==> config.mk <==
export PLATFORM = sky130hd
export DESIGN_NAME = fifo_stream_reader
export DESIGN_NICKNAME = d
export VERILOG_FILES = /design/src/rtl/fifo_stream_reader.sv
export SDC_FILE = /design/constraint.sdc
export NUM_CORES = 1
export LEC_CHECK = 0
export CAP_MARGIN = 20
export CELL_PAD_IN_SITES_DETAIL_PLACEMENT = 1
export CELL_PAD_IN_SITES_GLOBAL_PLACEMENT = 1
export CORE_MARGIN = 10
export CORE_UTILIZATION = 35
export CTS_BUF_LIST = sky130_fd_sc_hd__clkbuf_4 sky130_fd_sc_hd__clkbuf_8
export DETAILED_ROUTE_END_ITERATION = 8
export PLACE_DENSITY = 0.64
export SLEW_MARGIN = 10
export SYNTH_ARGS = -nofsm -noshare
export SYNTH_HDL_FRONTEND = slang
export SYNTH_SLANG_ARGS = --single-unit
==> constraint.sdc <==
create_clock -name rdclk -period 4 [get_ports rdclk]
set_clock_uncertainty 0.15 [all_clocks]
set_input_delay 0.8 -clock rdclk [delete_from_list [all_inputs] [get_ports rdclk]]
set_output_delay 0.8 -clock rdclk [all_outputs]
set_load 0.005 [all_outputs]
==> src/rtl/fifo_stream_reader.sv <==
// Read-side consumer for the async FIFO: pulls words with credit-based `rd`,
// buffers them locally and re-presents them as a burst-framed valid/ready stream.
module fifo_stream_reader #(
  parameter int WIDTH     = 18,
  parameter int BUF_DEPTH = 4,
  parameter int BURST_LEN = 8
) (
  input  logic             rdclk,
  input  logic             reset,
  input  logic             enable,
  input  logic             empty,
  output logic             rd,
  input  logic [WIDTH-1:0] dataout,
  output logic [WIDTH-1:0] m_data,
  output logic             m_valid,
  input  logic             m_ready,
  output logic             m_last,
  output logic             busy,
  output logic [31:0]      word_count
);

  localparam int AW = (BUF_DEPTH > 1) ? $clog2(BUF_DEPTH) : 1;
  localparam int BW = (BURST_LEN > 1) ? $clog2(BURST_LEN) : 1;
  localparam logic [AW+1:0] DEPTH_W   = (AW+2)'(BUF_DEPTH);
  localparam logic [BW-1:0] LAST_BEAT = BW'(BURST_LEN - 1);

  localparam logic [1:0] IDLE  = 2'd0;
  localparam logic [1:0] RUN   = 2'd1;
  localparam logic [1:0] DRAIN = 2'd2;

  logic [1:0]       state;
  logic [1:0]       state_nx;
  logic [WIDTH-1:0] mem [BUF_DEPTH];
  logic [AW-1:0]    wptr;
  logic [AW-1:0]    rptr;
  logic [AW:0]      occ;
  logic             inflight;
  logic [BW-1:0]    beat;
  logic [AW+1:0]    credit_used;
  logic             push;
  logic             pop;

  // The word already requested but not yet captured holds a buffer slot, so
  // a read is only issued when a free entry is guaranteed at capture time.
  assign credit_used = {1'b0, occ} + {{(AW+1){1'b0}}, inflight};
  assign rd          = (state == RUN) && enable && !empty && (credit_used < DEPTH_W);

  // Stream handshake: a word transfers on a rising edge where m_valid && m_ready;
  // while m_valid && !m_ready the head entry and m_valid stay unchanged.
  assign push    = inflight;
  assign pop     = m_valid && m_ready;
  assign m_valid = (occ != '0);
  assign m_data  = mem[rptr];
  assign m_last  = m_valid && (beat == LAST_BEAT);
  assign busy    = (state != IDLE);

  always_comb begin
    state_nx = state;
    case (state)
      IDLE:    if (enable) state_nx = RUN;
      RUN:     if (!enable) state_nx = DRAIN;
      DRAIN: begin
        if (enable)                       state_nx = RUN;
        else if (!inflight && occ == '0)  state_nx = IDLE;
      end
      default: state_nx = IDLE;
    endcase
  end

  always_ff @(posedge rdclk or posedge reset) begin
    if (reset) begin
      state <= IDLE;
    end else begin
      state <= state_nx;
    end
  end

  always_ff @(posedge rdclk or posedge reset) begin
    if (reset) begin
      inflight <= 1'b0;
    end else begin
      inflight <= rd;
    end
  end

  // Pointers wrap naturally because BUF_DEPTH is a power of two.
  always_ff @(posedge rdclk or posedge reset) begin
    if (reset) begin
      wptr <= '0;
      for (int i = 0; i < BUF_DEPTH; i++) mem[i] <= '0;
    end else if (push) begin
      mem[wptr] <= dataout;
      wptr      <= wptr + AW'(1);
    end
  end

  always_ff @(posedge rdclk or posedge reset) begin
    if (reset) begin
      rptr <= '0;
    end else if (pop) begin
      rptr <= rptr + AW'(1);
    end
  end

  always_ff @(posedge rdclk or posedge reset) begin
    if (reset) begin
      occ <= '0;
    end else begin
      case ({push, pop})
        2'b10:   occ <= occ + (AW+1)'(1);
        2'b01:   occ <= occ - (AW+1)'(1);
        default: occ <= occ;
      endcase
    end
  end

  // Beat position survives enable toggles so framing stays aligned across pauses.
  always_ff @(posedge rdclk or posedge reset) begin
    if (reset) begin
      beat <= '0;
    end else if (pop) begin
      beat <= (beat == LAST_BEAT) ? '0 : beat + BW'(1);
    end
  end

  always_ff @(posedge rdclk or posedge reset) begin
    if (reset) begin
      word_count <= 32'd0;
    end else if (pop) begin
      word_count <= word_count + 32'd1;
    end
  end

  a_no_rd_when_empty: assert property (@(posedge rdclk) disable iff (reset) !(rd && empty));
  a_occ_bound:        assert property (@(posedge rdclk) disable iff (reset) occ <= (AW+1)'(BUF_DEPTH));

endmodule

==> results.ini, run 1 <==
[grt]
grt_pass1_wl_um=19510
grt_max_degree=43
grt_usage=0.1234
grt_overflow_total=0
grt_pass1_vias=3658
antenna_found_initial=0

[cells_and_area]
nets=482
antenna_cells=0
fin_cells=647
syn_to_final_growth_pct=27.93
drive_gt1_frac=0.2937
final_core_util=0.4545

[timing]
tns_ns=0
hold_violations=0
rsz0062_at_grt=false
setup_violations=0
period_minus_slack_ns=3.367
worst_pin_slew_ns=0.9908
post-route-period-util=0.8417
fmax_mhz=297.0
report.final.slew_viol_count=0
slew_headroom=0.3379

[floorplan]
die_area_mm2=0.01995
initial_utilization=0.3553
die_w_um=141.2
num_rows=44
die_h_um=141.2
core_mm2=0.01448
boundaryPins=77

[min_path]
hold_path_class=flop to flop

[synthesis]
synth-warning-count=0
yosysSeqAreaShare=0.5692
synth.avg_cell_area_um2=14.29
synth_seq_cells=117
synth_area_mm2=0.005144
ys_types=32
syn_inst=360
syn_nets=392

[setup_path]
cp.arrival_ns=2.42
start_kind=flop
path_cells=buf_4 > mux4_2 > clkdlybuf4s50_1
end_kind=primary output
r2r_end=word_count[28]$_DFFE_PP0N_
crit_end=m_data[10]
reg2reg_depth=7
path_depth=3
crit_start=rptr[1]$_DFFE_PP0N_
cpPeakStageDelay_ns=0.58
crit_slowest_cell=mux4_2
timing.rr.start=occ[0]$_DFFE_PP0P_
path_class=flop to primary output
cp.required_ns=3.05
cp_num_buf_inv=2
path_max_fanout=14
cpLargestDelayFamily=buffers and inverters
worst-r2r-setup-slack_ns=1.57

[pwr]
pwr-share-comb=0.322
cell_internal_pwr_uw=3288
switchingPower_uw=1237
p_leak_uw=0.002827
pwr-share-seq=0.415
p_sw_frac=0.2734
vdd_drop_max_mv=0.3425
pwr-share-clk=0.263
p_per_area_mw_per_mm2=687.7

[drt]
vias=3159
drc_errors=0
wl_per_cell_um=17.95
routed_via_density=4.883
first_iter_violations=81
wirelength_um=11620
ant_nets=0
firstDrtPassIters=5

[placement]
dp_cells=615
port_buffers=76
dp_hpwl_um=8012
gp_congestion=0.7301

[clock_network]
cts.clk_slew.worst_paths_ns=0.07
holdBufCountCts=0
post_cts_buffers=0
cts-htree-levels=4
cts_buffers=17
cts_tree=done
root_buffer=clkbuf_8
clkSinkCount=117
cts_resized=0
clock_latency_ns=0.43
cts_buffer_depth=2

[job]
drv_cap=0

[outcome]
status=complete, no violations

## cell type report
cell class / instances / area [um2]
Inverter: 11 / 45.04
Timing Repair Buffer: 81 / 810.8
Multi-Input combinational cell: 222 / 2135
Clock inverter: 11 / 155.1
Sequential cell: 117 / 2928
Tap cell: 184 / 230.2
Clock buffer: 21 / 276.5
Fill cell: 1472 / 7899
## layout by cell type, fill, tap and decap left out, types with 2 or more instances in the layout
master / n
and3_1: 4
buf_4: 4
bufinv_16: 4
clkbuf_4: 2
clkbuf_8: 19
clkdlybuf4s50_1: 76
clkinv_2: 7
dfrtp_1: 117
ha_1: 8
inv_1: 9
mux2_2: 73
mux4_2: 18
nand2_1: 29
nand3_1: 13
nand4_1: 7
nor2_1: 10
nor3_1: 4
nor4_1: 2
nor4_4: 2
o21ai_0: 2
xnor2_1: 23
xor2_1: 14
## kinds of logic after synthesis
group                    synth area share
buffers and inverters             0.01581
XOR/XNOR                          0.06300
AO/OA/AOI/OAI                    0.006083
AND/OR/NAND/NOR                   0.08198
multiplexers                       0.2406
flip-flops                         0.5692
adder cells (fa/ha/maj)           0.02335
## routing by layer
| layer | track usage | wire length (um) |
|---|---|---|
| met3 | 0.05375 | 650 |
| met1 | 0.1485 | 5096 |
| met4 | 0.03587 | 106 |
| met5 | 0 | 0 |
| met2 | 0.1956 | 5763 |
## synth_stat cells
cell | n | area, um2
a21boi_0 | 1 | 7.510
a21o_1 | 1 | 7.510
a31oi_1 | 1 | 6.260
and2_1 | 1 | 6.260
and3_1 | 4 | 25.02
and4_1 | 1 | 8.760
buf_2 | 2 | 10.01
clkbuf_1 | 8 | 30.03
dfrtp_1 | 117 | 2928
fa_1 | 1 | 20.02
ha_1 | 8 | 100.1
inv_1 | 10 | 37.54
inv_2 | 1 | 3.750
mux2_2 | 73 | 822.0
mux2i_1 | 1 | 10.01
mux4_2 | 18 | 405.4
nand2_1 | 29 | 108.9
nand2_2 | 1 | 6.260
nand3_1 | 13 | 65.06
nand4_1 | 7 | 43.79
nand4_2 | 1 | 12.51
nor2_1 | 10 | 37.54
nor3_1 | 4 | 20.02
nor4_1 | 2 | 12.51
nor4_4 | 2 | 42.54
nor4b_1 | 1 | 8.760
o21ai_0 | 2 | 10.01
or2_2 | 1 | 6.260
or3_1 | 1 | 6.260
or4_4 | 1 | 11.26
xnor2_1 | 23 | 201.4
xor2_1 | 14 | 122.6
## registers in the layout (all words and copies together) (netlist names)
register,cells
beat,3
inflight,1
mem,72
occ,3
rptr,2
state,2
word_count,32
wptr,2
## how the worst min path moves through the flow
stage                                          start                    endpoint  slack (ns)  cells past startpoint
after floorplan                  beat[1]$_DFFE_PP0N_         beat[1]$_DFFE_PP0N_        0.30                      2
after global placement           beat[2]$_DFFE_PP0N_         beat[2]$_DFFE_PP0N_        0.31                      2
after detailed placement  word_count[31]$_DFFE_PP0N_  word_count[31]$_DFFE_PP0N_        0.33                      1
after CTS                 word_count[31]$_DFFE_PP0N_  word_count[31]$_DFFE_PP0N_        0.34                      1
after global routing             mem[44]$_DFFE_PP0P_         mem[44]$_DFFE_PP0P_        0.37                      1
final                     word_count[31]$_DFFE_PP0N_  word_count[31]$_DFFE_PP0N_        0.34                      1
## power by group through the flow
| stage | logic (uW) | clock network, uW | registers, uW |
|---|---|---|---|
| after floorplan | 933 | 0 | 1780 |
| after global placement | 1450 | 0 | 1880 |
| after detailed placement | 1500 | 0 | 1910 |
| after CTS | 1500 | 1220 | 1890 |
| after global routing | 1610 | 1290 | 1940 |
| final | 1460 | 1190 | 1880 |
## through the flow
| stage | worst slack [ns] | hold WS (ns) | cell area [um2] | power, uW |
|---|---|---|---|---|
| CTS | 0.5401 | 0.3413 | 6580 | 4610 |
| global route | 0.4533 | 0.3674 | 6580 | 4838 |
| detailed placement | 0.6633 | 0.3322 | 6148 | 3403 |
| finish | 0.6334 | 0.3372 | 6580 | 4525 |
| global placement | 0.7271 | 0.3148 | 6148 | 3331 |
| floorplan | 1.483 | 0.2998 | 5147 | 2710 |
Note: power is estimated with default switching activity, not from simulation.
==> run 2: changes to the inputs <==
==> constraint.sdc (replaced) <==
create_clock -name rdclk -period 2.7 [get_ports rdclk]
set_clock_uncertainty 0.15 [all_clocks]
set_input_delay 0.54 -clock rdclk [delete_from_list [all_inputs] [get_ports rdclk]]
set_output_delay 0.54 -clock rdclk [all_outputs]
set_load 0.005 [all_outputs]
==> run 2 against run 1 <==
  * Final cell count grew 2.8%
  * Routed wire length rose by 2.9%
  * Register-to-register slack worse by 1.1 ns
  * Setup slack got worse by 0.55 ns
  * Count of clock-buffer cells in the layout rose by 6
  * Core utilization is 0.67 points higher
  * Die area unchanged
  * Clock power increased by 24%
==> results.ini, run 2 (synthesized netlist as in run 1, its figures left out) <==
[timing]
worst_slack_ns=0.08211  ; -0.5513 ns
report.final.slew_viol_count=0  ; unchanged
worst_pin_slew_ns=0.4892  ; -0.5015 ns
fmax_mhz=382.0
rsz0062_at_grt=false
slew_headroom=0.6732  ; +0.3353
hold_violations=0  ; unchanged
post-route-period-util=0.9696
period_minus_slack_ns=2.618
setup_violations=0  ; unchanged

[clock_network]
cts_buffer_depth=2  ; unchanged
clock_latency_ns=0.43  ; about the same
cts_tree=done
cts.clk_slew.worst_paths_ns=0.07  ; about the same
cts_buffers=17  ; unchanged
holdBufCountCts=0  ; unchanged
cts-htree-levels=4  ; unchanged
root_buffer=clkbuf_8
clkSinkCount=117  ; unchanged

[floorplan]
num_rows=44  ; unchanged
die_w_um=141.2  ; unchanged
core_mm2=0.01448  ; unchanged
die_area_mm2=0.01995  ; unchanged
boundaryPins=77  ; unchanged
initial_utilization=0.3553  ; unchanged
die_h_um=141.2  ; unchanged

[placement]
port_buffers=76  ; unchanged
dp_hpwl_um=8293  ; +3.5%
dp_slack_ns=-0.1044  ; -0.7677 ns
gp_congestion=0.7441  ; +1.9%
dp_cells=626  ; +1.8%

[cells_and_area]
final_common_cell=dfrtp_1
largest_register_ffs=72  ; unchanged
top_regs=mem x72, word_count x32
fin_cells=665  ; +2.8%
nFillCells=1492  ; +1.4%
drive_gt1_frac=0.3285  ; +0.03475
syn_to_final_growth_pct=29.80
antenna_cells=0  ; unchanged
final_cell_mix=116 x dfrtp_1, 73 x mux2_2, 59 x clkdlybuf4s50_1
nets=501  ; +3.9%
top_register=mem

[setup_path]
path_max_fanout=5  ; -9
cp.arrival_ns=1.93  ; -0.49 ns
reg2reg_depth=5  ; -2
start_kind=flop
crit_end=m_data[4]
cp.required_ns=2.01  ; -1.04 ns
crit_start=rptr[1]$_DFFE_PP0N_
end_kind=primary output
path_class=flop to primary output
worst-r2r-setup-slack_ns=0.52  ; -1.05 ns
r2r_end=word_count[31]$_DFFE_PP0N_
timing.rr.start=word_count[8]$_DFFE_PP0N_

[grt]
grt_pass1_vias=3783  ; +3.4%
antenna_found_initial=0  ; unchanged
grt_overflow_total=0  ; unchanged
grt_pass1_wl_um=20350  ; +4.3%
grt_usage=0.1283  ; +0.004930
grt_max_degree=75  ; +74%

[pwr]
p_leak_uw=0.002940  ; +4.0%
pwr-share-clk=0.228  ; -0.035
pwr-share-comb=0.348  ; +0.026
p_per_area_mw_per_mm2=969.8  ; +41%
power_uw=6475  ; +43%
p_sw_frac=0.2848  ; +0.01148
vdd_drop_max_mv=0.3429  ; +0.13%
switchingPower_uw=1844  ; +49%
pwr-share-seq=0.424  ; +0.009
cell_internal_pwr_uw=4631  ; +41%

[drt]
drc_errors=0  ; unchanged
vias=3280  ; +3.8%
wl_per_cell_um=17.97  ; +0.12%
first_iter_violations=97  ; +20%
firstDrtPassIters=4  ; -1
ant_nets=0  ; unchanged
wirelength_um=11950  ; +2.9%
routed_via_density=4.932  ; +1.0%

[job]
drv_cap=0  ; unchanged

[outcome]
status=complete, no violations

[min_path]
hold_path_class=flop to flop

-- run 2: worst max-delay path, cell delays in order (launching register included) --
cell and delay, ns:
dfrtp_1 0.40, buf_6 0.15, mux4_2 0.49, clkdlybuf4s50_1 0.46
-- run 2: power groups by stage --
stage / logic, uW / registers (uW) / clock network, uW
2_1_floorplan: 1380 / 2630 / 0
3_3_place_gp: 2270 / 2750 / 0
3_5_place_dp: 2330 / 2790 / 0
4_1_cts: 2230 / 2770 / 1520
5_1_grt: 2500 / 2840 / 1610
6_report: 2250 / 2750 / 1470
-- run 2: cell type report --
cell class / instances / area [um2] / area share
sequential: 117 / 2929 / 0.4387
multi-input combinational: 222 / 2152 / 0.3223
timing repair buffer: 100 / 959.7 / 0.1437
clock buffer: 27 / 340.3 / 0.05097
tap: 184 / 230.2 / 0.03448
inverter: 11 / 45.04 / 0.006747
clock inverter: 4 / 20.02 / 0.002999
-- run 2: timing repair --
action                     CTS  global route
gates resized for setup     19             3
buffers inserted             0             8
pin swaps                    0             0
setup endpoints to repair   19             6
gates cloned                 0             0
-- run 2: routing by layer --
layer / vias to the layer above / track usage / routed length [um] / part of all wire
met2: 61 / 0.2084 / 6089 / 0.51
met1: 1709 / 0.1523 / 5080 / 0.42
met5: - / 0 / 0 / 0
met3: 12 / 0.04636 / 644 / 0.054
li1: 1498 / - / - / -
met4: 0 / 0.04728 / 138 / 0.012
-- run 2: through the flow --
step	setup TNS (ns)	util	hold slack, ns	area (um2)
2_1_floorplan	0	-	0.2998	5147
3_3_place_gp	-0.05063	0.4312	0.3171	6243
3_5_place_dp	-0.1044	0.4312	0.3296	6243
4_1_cts	-0.01559	0.4564	0.3202	6609
5_1_grt	0	0.4611	0.3431	6676
6_report	0	0.4611	0.3326	6676
-- run 2: how the worst min path moves through the flow --
stage | from | endpoint | depth (start not counted)
floorplan | beat[1]$_DFFE_PP0N_ | beat[1]$_DFFE_PP0N_ | 2
global placement | beat[1]$_DFFE_PP0N_ | beat[1]$_DFFE_PP0N_ | 2
detailed placement | word_count[31]$_DFFE_PP0N_ | word_count[31]$_DFFE_PP0N_ | 1
CTS | reset | word_count[21]$_DFFE_PP0N_ | 2
global route | reset | word_count[31]$_DFFE_PP0N_ | 2
finish | word_count[31]$_DFFE_PP0N_ | word_count[31]$_DFFE_PP0N_ | 1
==> run 3: changes to the inputs <==
--- a/config.mk
+++ b/config.mk
@@ -8,7 +8,7 @@
 export CAP_MARGIN = 20
 export CELL_PAD_IN_SITES_DETAIL_PLACEMENT = 1
 export CELL_PAD_IN_SITES_GLOBAL_PLACEMENT = 1
-export CORE_MARGIN = 10
+export CORE_MARGIN = 2
 export CORE_UTILIZATION = 35
 export CTS_BUF_LIST = sky130_fd_sc_hd__clkbuf_4 sky130_fd_sc_hd__clkbuf_8
 export DETAILED_ROUTE_END_ITERATION = 8
==> run 3 against run 2 <==
  * Combinational power is essentially flat
  * Register-to-register slack lost 0.04 ns
  * Die area shrank 21%
  * Core utilization is essentially flat
  * Routed wire length shrank 5.8%
  * Cell area shrank 0.30%
  * Sequential power is essentially flat
  * Critical path depth is the same
  * Count of clock-buffer cells in the layout grew 1
  * Sequential share of layout area grew 0.13 points
  * Non-clock buffer count shrank 7
  * Final cell count shrank 0.90%
==> results.ini, run 3 (synthesized netlist as in run 1, its figures left out) <==
[setup_path]
start_kind=flop
worst-r2r-setup-slack_ns=0.48  ; -0.04 ns
crit_start=rptr[1]$_DFFE_PP0N_
timing.rr.start=word_count[7]$_DFFE_PP0N_
cp.required_ns=2.01  ; about the same
end_kind=primary output
path_max_fanout=4  ; -1
cp.arrival_ns=1.96  ; +0.03 ns
path_class=flop to primary output

[floorplan]
die_area_mm2=0.01568  ; -21%
die_w_um=125.2  ; -11%
num_rows=44  ; unchanged
initial_utilization=0.3566  ; +0.001356
core_mm2=0.01442  ; -0.38%
die_h_um=125.2  ; -11%
boundaryPins=77  ; unchanged

[clock_network]
cts_buffers=17  ; unchanged
root_buffer=clkbuf_8
cts_tree=done
clkSinkCount=117  ; unchanged
holdBufCountCts=0  ; unchanged
clock_latency_ns=0.43  ; about the same
cts.clk_slew.worst_paths_ns=0.06  ; about the same
cts_buffer_depth=2  ; unchanged
cts-htree-levels=4  ; unchanged

[cells_and_area]
top_regs=mem x72, word_count x32
top_register=mem
regArea_mm2=0.002929  ; unchanged
largest_register_ffs=72  ; unchanged
multiInputGateArea_mm2=0.002152  ; unchanged
fin_cells=659  ; -0.90%
syn_to_final_growth_pct=29.41
nFillCells=1480  ; -0.80%
final_core_util=0.4615  ; about the same
nets=494  ; -1.4%
drive_gt1_frac=0.3200  ; -0.008482
final_common_cell=dfrtp_1
antenna_cells=0  ; unchanged
final_cell_mix=116 x dfrtp_1, 73 x mux2_2, 61 x clkdlybuf4s50_1

[pwr]
pwr-share-clk=0.225  ; -0.003
switchingPower_uw=1813  ; -1.7%
pwr-share-comb=0.348  ; about the same
cell_internal_pwr_uw=4640  ; +0.21%
vdd_drop_max_mv=0.4043  ; +18%
p_leak_uw=0.002930  ; -0.34%
pwr-share-seq=0.426  ; +0.002
p_sw_frac=0.2810  ; -0.003867
p_per_area_mw_per_mm2=969.5  ; about the same

[placement]
port_buffers=76  ; unchanged
dp_hpwl_um=7486  ; -9.7%
gp_congestion=0.7553  ; +1.5%
dp_cells=622  ; -0.64%

[min_path]
hold_path_class=flop to flop
worstHoldStart=word_count[31]$_DFFE_PP0N_

[outcome]
status=complete, no violations

[grt]
grt_usage=0.1563  ; +0.02799
antenna_found_initial=0  ; unchanged
grt_pass1_vias=3667  ; -3.1%
grt_max_degree=118  ; +57%
grt_pass1_wl_um=19210  ; -5.6%
grt_overflow_total=0  ; unchanged

[timing]
slew_headroom=0.5886  ; -0.08457
setup_violations=0  ; unchanged
tns_ns=0  ; unchanged
report.final.slew_viol_count=0  ; unchanged
period_minus_slack_ns=2.645  ; +0.02751 ns
hold_violations=0  ; unchanged
fmax_mhz=378.0  ; -1.0%
post-route-period-util=0.9798  ; +0.01019
worst_pin_slew_ns=0.6171  ; +0.1279 ns

[drt]
wirelength_um=11260  ; -5.8%
wl_per_cell_um=17.09  ; -4.9%
firstDrtPassIters=4  ; unchanged
vias=3221  ; -1.8%
drc_errors=0  ; unchanged
routed_via_density=4.888  ; -0.90%
ant_nets=0  ; unchanged
first_iter_violations=123  ; +27%

[job]
drv_cap=0  ; unchanged

## run 3: routing by layer
| metal | share of wire | GRT usage | up-vias | wire length [um] |
|---|---|---|---|---|
| met1 | 0.44 | 0.1940 | 1676 | 4928 |
| met3 | 0.048 | 0.05434 | 8 | 542 |
| met4 | 0.0084 | 0.04510 | 0 | 95 |
| li1 | - | - | 1477 | - |
| met2 | 0.51 | 0.2599 | 60 | 5697 |
| met5 | 0 | 0 | - | 0 |
## run 3: through the flow
stage	hold slack [ns]	setup WS (ns)	area (um2)	total power, uW
floorplan	0.2998	0.4001	5147	4015
global placement	0.3157	-0.07332	6201	4939
detailed placement	0.3214	-0.08240	6201	5052
CTS	0.3255	-0.05464	6579	6490
global route	0.3569	-0.003257	6656	6898
finish	0.3180	0.05460	6656	6454
## run 3: timing repair
action,in CTS,in global routing
setup buffers,0,4
resized for setup,16,8
endpoints found under the setup margin,17,9
endpoints found under the hold margin,0,0
cloned,0,1
pin swaps,0,0
## run 3: path summary, 6_finish.rpt
check | end | depth (start not counted)
min | word_count[31]$_DFFE_PP0N_ | 1
min reg2reg | word_count[31]$_DFFE_PP0N_ | 1
max in group asynchronous | rptr[1]$_DFFE_PP0N_ | 3
max reg2reg | word_count[31]$_DFFE_PP0N_ | 5
max | m_data[6] | 3
min in group asynchronous | mem[26]$_DFFE_PP0P_ | 3
## run 3: power by group through the flow
stage | clock (uW) | sequential, uW | combinational [uW]
2_1_floorplan | 0 | 2630 | 1380
3_3_place_gp | 0 | 2710 | 2230
3_5_place_dp | 0 | 2760 | 2290
4_1_cts | 1500 | 2740 | 2240
5_1_grt | 1590 | 2830 | 2470
6_report | 1450 | 2750 | 2250
## run 3: cell type report
cell class	count	share of cell area
repair buffers	93	0.1410
multi-input cells	222	0.3233
clock buffers	28	0.05132
well taps	184	0.03459
flip-flops and latches	117	0.4400
inverters	11	0.006767
clock inverters	4	0.003008
## run 3: critical path: stages (launching register included)
cell and delay, ns:
dfrtp_2 0.44, clkbuf_16 0.16, mux4_2 0.47, clkdlybuf4s50_1 0.45
